<file path="src/rtl/onehot_encoder_seq_pkg.sv">
// Shared types for the sequential one-hot/multi-hot to binary-index encoder.
package onehot_enc_pkg;

  typedef enum logic {
    IDLE = 1'b0,
    EMIT = 1'b1
  } enc_state_t;

endpackage

</file>
<file path="src/rtl/onehot_encoder_seq_if.sv">
// Request-vector input and index-beat output bundle for onehot_encoder_seq.
// Handshake: a transfer happens on a rising clk edge where valid && ready; a
// producer holds valid and its payload stable until that edge, and ready may
// be driven freely by the consumer without depending on valid.
interface onehot_encoder_seq_if #(
  parameter int N = 8,
  parameter int M = $clog2(N)
);
  logic         in_valid;
  logic         in_ready;
  logic [N-1:0] in_vec;
  logic         out_valid;
  logic         out_ready;
  logic [M-1:0] out_idx;
  logic         out_last;
  logic         out_none;

  modport master (
    output in_valid, in_vec, out_ready,
    input  in_ready, out_valid, out_idx, out_last, out_none
  );

  modport slave (
    input  in_valid, in_vec, out_ready,
    output in_ready, out_valid, out_idx, out_last, out_none
  );
endinterface

</file>
<file path="src/rtl/onehot_encoder_seq_ffs.sv">
// Combinational find-first-set: lowest (or highest when msb_first) set bit of
// vec, plus found / exactly-one-bit-set flags.
module onehot_encoder_seq_ffs #(
  parameter int N = 8,
  parameter int M = $clog2(N)
) (
  input  logic [N-1:0] vec,
  input  logic         msb_first,
  output logic [M-1:0] idx,
  output logic         found,
  output logic         single
);

  localparam logic [N-1:0] ONE = {{(N-1){1'b0}}, 1'b1};

  // The last match in each loop wins, so the scan direction picks the end.
  always_comb begin
    idx   = '0;
    found = 1'b0;
    if (msb_first) begin
      for (int i = 0; i < N; i++) begin
        if (vec[i]) begin
          idx   = M'(i);
          found = 1'b1;
        end
      end
    end else begin
      for (int i = N - 1; i >= 0; i--) begin
        if (vec[i]) begin
          idx   = M'(i);
          found = 1'b1;
        end
      end
    end
  end

  assign single = found && ((vec & (vec - ONE)) == '0);

endmodule

</file>
<file path="src/rtl/onehot_encoder_seq.sv">
// Serialises a captured request vector into one binary index per output beat.
// Define ENC_MSB_FIRST_EN to emit the highest set bit first (default LSB first).
module onehot_encoder_seq
  import onehot_enc_pkg::*;
#(
  parameter int N = 8,
  localparam int M = $clog2(N)
) (
  input  logic                 clk,
  input  logic                 rst,
  onehot_encoder_seq_if.slave  bus,
  output enc_state_t           dbg_state
);

`ifdef ENC_MSB_FIRST_EN
  localparam logic MSB_FIRST = 1'b1;
`else
  localparam logic MSB_FIRST = 1'b0;
`endif

  enc_state_t   state;
  logic [N-1:0] pend;
  logic [N-1:0] pend_clr;
  logic         zero;
  logic [M-1:0] ffs_idx;
  logic         ffs_found;
  logic         ffs_single;
  logic         last;

  onehot_encoder_seq_ffs #(.N(N), .M(M)) u_ffs (
    .vec       (pend),
    .msb_first (MSB_FIRST),
    .idx       (ffs_idx),
    .found     (ffs_found),
    .single    (ffs_single)
  );

  assign last = zero || ffs_single;

  always_comb begin
    pend_clr          = pend;
    pend_clr[ffs_idx] = 1'b0;
  end

  always_ff @(posedge clk or posedge rst) begin
    if (rst) begin
      state <= IDLE;
      pend  <= '0;
      zero  <= 1'b0;
    end else begin
      case (state)
        IDLE: begin
          if (bus.in_valid) begin
            pend  <= bus.in_vec;
            zero  <= (bus.in_vec == '0);
            state <= EMIT;
          end
        end
        EMIT: begin
          if (bus.out_ready) begin
            if (last) begin
              pend  <= '0;
              zero  <= 1'b0;
              state <= IDLE;
            end else begin
              pend <= pend_clr;
            end
          end
        end
        default: state <= IDLE;
      endcase
    end
  end

  // Outputs depend only on registered state, never on the live handshake inputs.
  assign bus.in_ready  = (state == IDLE);
  assign bus.out_valid = (state == EMIT);
  assign bus.out_idx   = ffs_found ? ffs_idx : '0;
  assign bus.out_last  = (state == EMIT) && last;
  assign bus.out_none  = (state == EMIT) && zero;
  assign dbg_state     = state;

endmodule

</file>
<file path="src/flat_wrapper.sv">
// flat-port wrapper written by rule: the top's interface ports become plain ports
module onehot_encoder_seq_flat import onehot_enc_pkg::*;
#(
  parameter int N = 8,
  localparam int M = $clog2(N)
)
  (clk, rst, dbg_state, bus_in_valid, bus_in_vec, bus_out_ready, bus_in_ready, bus_out_valid, bus_out_idx, bus_out_last, bus_out_none);
  onehot_encoder_seq_if #(.N(N)) bus_i ();
  input  logic clk;
  input  logic rst;
  output enc_state_t dbg_state;
  input wire logic [$bits(bus_i.in_valid)-1:0] bus_in_valid;
  input wire logic [$bits(bus_i.in_vec)-1:0] bus_in_vec;
  input wire logic [$bits(bus_i.out_ready)-1:0] bus_out_ready;
  output wire logic [$bits(bus_i.in_ready)-1:0] bus_in_ready;
  output wire logic [$bits(bus_i.out_valid)-1:0] bus_out_valid;
  output wire logic [$bits(bus_i.out_idx)-1:0] bus_out_idx;
  output wire logic [$bits(bus_i.out_last)-1:0] bus_out_last;
  output wire logic [$bits(bus_i.out_none)-1:0] bus_out_none;
  assign bus_i.in_valid = bus_in_valid;
  assign bus_i.in_vec = bus_in_vec;
  assign bus_i.out_ready = bus_out_ready;
  assign bus_in_ready = bus_i.in_ready;
  assign bus_out_valid = bus_i.out_valid;
  assign bus_out_idx = bus_i.out_idx;
  assign bus_out_last = bus_i.out_last;
  assign bus_out_none = bus_i.out_none;
  onehot_encoder_seq #(.N(N)) u_core (.clk(clk), .rst(rst), .bus(bus_i), .dbg_state(dbg_state));
endmodule
</file>
<file path="config.mk">
export PLATFORM = sky130hd
export DESIGN_NAME = onehot_encoder_seq_flat
export DESIGN_NICKNAME = d
export VERILOG_FILES = /design/src/rtl/onehot_encoder_seq_pkg.sv /design/src/rtl/onehot_encoder_seq_if.sv /design/src/rtl/onehot_encoder_seq_ffs.sv /design/src/rtl/onehot_encoder_seq.sv /design/src/flat_wrapper.sv
export SDC_FILE = /design/constraint.sdc
export NUM_CORES = 1
export LEC_CHECK = 0
export BUFFER_PORTS_ARGS = -buffer_cell sky130_fd_sc_hd__buf_2
export CAP_MARGIN = 20
export CORE_ASPECT_RATIO = 0.75
export CORE_MARGIN = 2
export CORE_UTILIZATION = 25
export CTS_CLUSTER_SIZE = 8
export DETAILED_ROUTE_END_ITERATION = 12
export SLEW_MARGIN = 30
export SYNTH_ARGS = -nofsm -noshare
export SYNTH_HDL_FRONTEND = slang
export SYNTH_HIERARCHICAL = 1
export SYNTH_SLANG_ARGS = --single-unit
</file>
<file path="constraint.sdc">
create_clock -name clk -period 1.99 [get_ports clk]
set_input_delay 0.0995 -clock clk [delete_from_list [all_inputs] [get_ports clk]]
set_output_delay 0.0995 -clock clk [all_outputs]
set_load 0.01 [all_outputs]
</file>
==> results.py, run 1 <==
metrics = {
    "routing": {
        "totalWireLength_mm": 2.19,
        "route.antenna.remaining_nets": 0,
        "route.detailed.vias_per_inst": 5.12,
        "drt-pass1-iter-count": 6,
        "drt_iter0_drc": 30,
        "post-route-drc-count": 0,
        "num_vias": 814,
        "routedWlPerCell_um": 13.8,
    },
    "worst_setup_path": {
        "startpoint_class": "flip-flop",
        "critical_path.slowest_cell": "or4_4",
        "timing.rr.start": "u_core/pend[1]$_DFFE_PP0P_",
        "worst_ep_arrival_time_ns": 2.06,
        "top_family_by_delay_on_critical_path": "simple AND/OR/NAND/NOR gates",
        "worst-setup-path-type": "reg -> out",
        "r2r_cells": 7,
        "regToRegEndpoint": "u_core/pend[1]$_DFFE_PP0P_",
        "cp_num_buf_inv": 2,
        "crit_fanout": 2,
        "cp.required_ns": 1.89,
        "kind_of_capture_point_of_the_worst_setup_path": "output port",
        "regToRegSetupSlack_ns": -0.12,
        "max_stage_delay_ns": 0.54,
        "worstPathCellList": "or4_4 -> maj3_2 -> nor3_2 -> o32a_2 -> o21a_4 -> buf_4 -> buf_6",
    },
    "layout": {
        "num-fill-cells": 291,
        "final_layout_size_suffix_gt1_share_pct": 38.8,
        "diodes": 0,
        "finish.instance_area_sq_um": 1080,
        "layout.nets": 134,
        "final_core_util_pct": 37.1,
        "area_growth_syn_to_layout_pct": 42.4,
        "layoutNonFillerInstCount": 159,
    },
    "yosys": {
        "synth-edff-count": 0,
        "synth_ff_type": "dfrtp_1",
        "yosysWarningCount": 6,
        "netlist-cell-type-count": 34,
        "synth_largest_area_cell": "dfrtp_1",
        "syn_avg_cell_area_sq_um": 9.03,
        "synth.area.top_cells": "dfrtp_1, a32o_1, nor2_1",
        "synth_seq_cells": 10,
        "synth_area_sq_um": 758,
        "postSynth.asyncResetShare_pct": 100,
        "yosys.area.top_type_share_pct": 33.0,
        "part_of_the_yosys_area_used_for_sequential_elements_pct": 33.0,
        "synth_cells": 84,
    },
    "place": {
        "area_after_detailed_placement_sq_um": 990,
        "dp_hpwl_mm": 1.68,
        "placed_cells": 154,
        "gpl.final_weighted_congestion": 0.824,
        "port-buffer-count": 19,
    },
    "global_route": {
        "first_global_vias": 726,
        "grt_remaining_overflow": 0,
        "grt_antenna_before_repair": 0,
        "maximum_number_of_pins_on_one_net_before_global_route_repair": 11,
        "global_route_wire_length_before_repair_mm": 3.55,
        "top_usage_layer": "met2",
        "overall_fraction_of_global_route_tracks_in_use_pct": 13.9,
        "grt_util_met2_pct": 20.6,
        "grtUsageMet3_pct": 4.76,
        "use_met1_pct": 19.7,
    },
    "cts": {
        "clock_sink_count": 10,
        "worst_skew_pair.late_latency_ns": 0.24,
        "cts_buffers": 3,
        "cts_root_buf": "clkbuf_8",
        "cts_tree": "done",
        "cts.htree.levels": 1,
        "path_clk_slew_ns": 0.05,
        "post_cts.repair.setup_buffers": 0,
        "clock_path_buffers": 2,
    },
    "timing": {
        "final_critical_path_setup_slack_ns": -0.172,
        "report.final.hold_viol_count": 0,
        "fin_crit_sh_pct": 109,
        "finalSetupTns_ns": -0.890,
        "fmax_ghz": 0.463,
        "grt_setup_unrepaired": "true",
        "finalWorstPathRequiredPeriod_ns": 2.16,
        "fin_hold_ws_ns": 0.0952,
        "number_of_failing_setup_endpoints_in_the_final_timing_report": 10,
        "finalMaxSlewViolations": 0,
        "finalClockSkew_ns": 0.00184,
    },
    "die": {
        "die_area_sq_um": 3490,
        "floorplan.initialDensity_pct": 26.0,
        "core.rowCount": 17,
        "coreArea_sq_um": 2910,
        "die-width_um": 67.6,
        "die_h_um": 51.7,
        "pin_count": 20,
    },
    "worst_hold_path": {
        "hold_path_end": "u_core/pend[2]$_DFFE_PP0P_",
        "worstHoldPathType": "in -> reg",
        "worst_hold_path_stage_count": 2,
        "hold_path_startpoint": "bus_in_vec[2]",
    },
    "outcome": {
        "outcome": "finished, violations left",
        "violations": "setup timing",
    },
    "pwr": {
        "power.static_leakage_nw": 0.475,
        "ir_worst_vdd_uv": 830,
        "power.density_nw_per_um2": 2060,
    },
    "job": {
        "max_capacitance_violation_total": 0,
    },
}
==> cells by family (layout without fill, tap and decap cells) <==
group,count (synthesis),count (layout),share of synthesized area (%)
AND/OR/NAND/NOR,36,36,28.2
AO/OA/AOI/OAI,27,27,28.4
flip-flops,10,10,33.0
buffers and inverters,8,41,6.44
adder cells (fa/ha/maj),1,1,1.49
other,1,5,0.495
multiplexers,1,1,1.98
==> registers in the layout, indices dropped and copies added, names as in the netlist <==
signal,count
u_core/bus.out_valid,1
u_core/zero,1
u_core/pend,8
==> worst reg2reg max path: stages, from the launching register on <==
cell and delay (ns):
dfrtp_1 0.38, or4_4 0.54, maj3_2 0.31, nor3_2 0.11
o32a_2 0.16, o21a_4 0.13, a21oi_4 0.09, a32o_2 0.28
==> cell type report <==
type / count / area, sq um / share of cell area, %
Tap cell: 38 / 47.5 / 4.40
Clock buffer: 4 / 55.1 / 5.10
Timing Repair Buffer: 32 / 201 / 18.7
Inverter: 5 / 18.8 / 1.74
Multi-Input combinational cell: 70 / 505 / 46.8
Sequential cell: 10 / 251 / 23.3
==> layer usage <==
metal | wire (um) | vias to the layer above
met4 | 0 | 0
met3 | 110 | 0
li1 | - | 393
met1 | 1090 | 400
met2 | 984 | 21
met5 | 0 | -
==> layout by cell type, fill, tap and decap left out, types with 3 or more instances in the layout <==
cell type,n
a21oi_1,6
a32o_1,7
and2_1,3
buf_2,18
buf_4,12
clkbuf_8,4
conb_1,5
dfrtp_1,9
inv_1,5
nand3_1,4
nand3b_1,3
nor2_1,9
nor2b_1,4
nor4_1,3
o21ai_0,3
==> how the worst max path moves through the flow <==
stage	depth (start not counted)	start	endpoint	slack, ns
global route	7	u_core/pend[1]$_DFFE_PP0P_	bus_out_last	-0.23
global placement	7	u_core/pend[4]$_DFFE_PP0P_	u_core/pend[1]$_DFFE_PP0P_	-0.1
floorplan	8	u_core/pend[4]$_DFFE_PP0P_	u_core/pend[7]$_DFFE_PP0P_	-0.12
finish	7	u_core/pend[1]$_DFFE_PP0P_	bus_out_last	-0.17
CTS	7	u_core/pend[1]$_DFFE_PP0P_	bus_out_last	-0.17
detailed placement	7	u_core/pend[4]$_DFFE_PP0P_	u_core/pend[1]$_DFFE_PP0P_	-0.13
==> power breakdown <==
group	internal, mW	switching, mW
clock	0.174	0.0811
sequential	0.286	0.101
combinational	0.822	0.759
==> through the flow <==
stage                     power [mW]  setup slack, ns
after detailed placement        1.85           -0.128
after global routing            2.38           -0.230
after CTS                       2.19           -0.170
after floorplan                 1.32           -0.120
after global placement          1.82          -0.0981
final                           2.22           -0.172
==> cells in the mapped netlist, types with 2 or more instances <==
| library cell | count |
|---|---|
| nor2b_1 | 4 |
| nor4_1 | 4 |
| a32o_1 | 8 |
| inv_1 | 5 |
| o21ai_0 | 3 |
| nor2_1 | 9 |
| nand3b_1 | 3 |
| nand3_1 | 4 |
| a2111oi_0 | 2 |
| dfrtp_1 | 10 |
| and2_1 | 3 |
| a21oi_1 | 6 |
| buf_6 | 2 |
==> timing repair <==
| action | 4_1_cts | 5_1_grt |
|---|---|---|
| hold endpoints to repair | 10 | 0 |
| hold buffers | 1 | 0 |
| pin swaps | 10 | 0 |
| setup endpoints to repair | 10 | 11 |
| resized for setup | 3 | 3 |
(Power assumes the default switching activity.)
==> run 2: changes to the inputs <==
CTS_BUF_LIST = sky130_fd_sc_hd__clkbuf_16   (was not set)
==> results.py, run 2 (synthesis gave the netlist of run 1 again) <==
metrics = {
    "routing": {
        "post-route-drc-count": 0,
        "totalWireLength_mm": 2.22,
        "routedWlPerCell_um": 14.0,
        "route.detailed.vias_per_inst": 5.16,
        "drt-pass1-iter-count": 4,
        "num_vias": 821,
        "route.antenna.remaining_nets": 0,
        "drt_iter0_drc": 27,
    },
    "layout": {
        "layout.nets": 134,
        "top_register": "u_core/pend",
        "final_core_util_pct": 37.8,
        "num-fill-cells": 282,
        "layout.cells.most_common_list": "buf_2, buf_4, dfrtp_1",
        "diodes": 0,
        "area_growth_syn_to_layout_pct": 45.4,
        "final_layout_size_suffix_gt1_share_pct": 37.2,
        "layout_commonest_cell": "buf_2",
        "largest_register_ffs": 8,
    },
    "worst_setup_path": {
        "startpoint_class": "flip-flop",
        "kind_of_capture_point_of_the_worst_setup_path": "output port",
        "critical_path.slowest_cell": "or4_4",
        "worst-setup-path-type": "reg -> out",
        "max_stage_delay_ns": 0.54,
        "worst_ep_arrival_time_ns": 2.05,
        "cp.required_ns": 1.89,
        "crit_fanout": 2,
        "worstPathCellList": "or4_4 -> maj3_2 -> nor3_2 -> o32a_2 -> o21a_4 -> buf_4 -> buf_6",
    },
    "timing": {
        "finalSetupTns_ns": -0.790,
        "finalClockSkew_ns": 0.00307,
        "finalMaxSlewViolations": 0,
        "number_of_failing_setup_endpoints_in_the_final_timing_report": 10,
        "report.final.hold_viol_count": 0,
        "finalWorstPathRequiredPeriod_ns": 2.15,
        "grt_setup_unrepaired": "true",
        "final_critical_path_setup_slack_ns": -0.160,
        "fmax_ghz": 0.465,
        "fin_crit_sh_pct": 108,
    },
    "cts": {
        "clock_sink_count": 10,
        "cts_root_buf": "clkbuf_16",
        "cts_buffers": 3,
        "clock_path_buffers": 2,
        "cts.htree.levels": 1,
        "worst_skew_pair.late_latency_ns": 0.24,
        "path_clk_slew_ns": 0.04,
        "cts_tree": "done",
        "post_cts.repair.setup_buffers": 0,
    },
    "die": {
        "coreArea_sq_um": 2910,
        "floorplan.initialDensity_pct": 26.0,
        "die_h_um": 51.7,
        "die-width_um": 67.6,
        "die_area_sq_um": 3490,
        "core.rowCount": 17,
        "pin_count": 20,
    },
    "global_route": {
        "overall_fraction_of_global_route_tracks_in_use_pct": 14.4,
        "maximum_number_of_pins_on_one_net_before_global_route_repair": 11,
        "global_route_wire_length_before_repair_mm": 3.56,
        "grt_antenna_before_repair": 0,
        "grt_remaining_overflow": 0,
        "first_global_vias": 738,
    },
    "outcome": {
        "violations": "setup timing",
        "outcome": "finished, violations left",
    },
    "pwr": {
        "power.density_nw_per_um2": 2110,
        "ir_worst_vdd_uv": 999,
        "power.static_leakage_nw": 0.486,
    },
    "job": {
        "max_capacitance_violation_total": 0,
    },
    "worst_hold_path": {
        "worstHoldPathType": "in -> reg",
    },
    "place": {
        "dp_hpwl_mm": 1.68,
        "gpl.final_weighted_congestion": 0.824,
        "place_worst_setup_slack_ns": -0.128,
        "port-buffer-count": 19,
    },
}
## run 2: changes by cell type in the layout (fill, tap and decap cells not counted)
cell       delta
clkbuf_16     +3
clkbuf_8      -4
clkinv_1      +1
dfrtp_1       +1
dfrtp_2       -1
## run 2: final timing paths
path	start	endpoint	slack, ns	cells past startpoint
max reg2reg	u_core/pend[1]$_DFFE_PP0P_	u_core/pend[1]$_DFFE_PP0P_	-0.11	7
min in group asynchronous	rst	u_core/pend[3]$_DFFE_PP0P_	0.38	3
min reg2reg	u_core/zero$_DFFE_PP0P_	u_core/zero$_DFFE_PP0P_	0.62	2
max in group asynchronous	rst	u_core/bus.out_valid$_DFF_PP0_	1.33	3
max	u_core/pend[1]$_DFFE_PP0P_	bus_out_last	-0.16	7
min	bus_in_vec[3]	u_core/pend[3]$_DFFE_PP0P_	0.1	2
## run 2: power breakdown
part           internal [mW]  leakage (nW)  total [mW]  switching, mW
clock network          0.264        0.0385       0.363         0.0995
logic                  0.821         0.318        1.58          0.755
registers              0.285         0.130       0.386          0.101
## run 2: cell type report
type	count	area [sq um]	share of cell area (%)
Clock buffer	3	75.1	6.81
Tap cell	38	47.5	4.31
Multi-Input combinational cell	70	505	45.9
Clock inverter	1	3.75	0.341
Inverter	5	18.8	1.70
Sequential cell	10	250	22.7
Timing Repair Buffer	32	201	18.3
## run 2: metrics by stage
step	hold WS (ns)	power [mW]	cells	cell area (sq um)
finish	0.0959	2.33	159	1100
global placement	0.100	1.82	154	990
floorplan	-0.0603	1.32	88	787
CTS	0.0911	2.30	159	1090
global route	0.0929	2.49	159	1100
detailed placement	0.0994	1.85	154	990
## run 2: per-layer routing
| layer | track usage [%] | up-vias | share of wire, % |
|---|---|---|---|
| met5 | 0 | - | 0 |
| met4 | 6.12 | 0 | 1.7 |
| met3 | 4.76 | 4 | 5.4 |
| met2 | 21.1 | 29 | 44 |
| met1 | 19.1 | 394 | 49 |
| li1 | - | 394 | - |
## run 2: worst max-delay path: cells and delay by family, from the launching register on
family / cells / cell delay, ns
and+or+nand+nor: 2 / 0.64
DFF: 1 / 0.37
buffers and inverters: 2 / 0.20
AOI/OAI and AO/OA: 2 / 0.29
adders and majority gates: 1 / 0.31
## run 2: what timing repair did
action,4_1_cts,5_1_grt
hold endpoints to repair,10,0
pin swaps,10,0
hold buffers,1,0
gates cloned,0,0
endpoints found under the setup margin,10,11
gates resized for setup,2,3
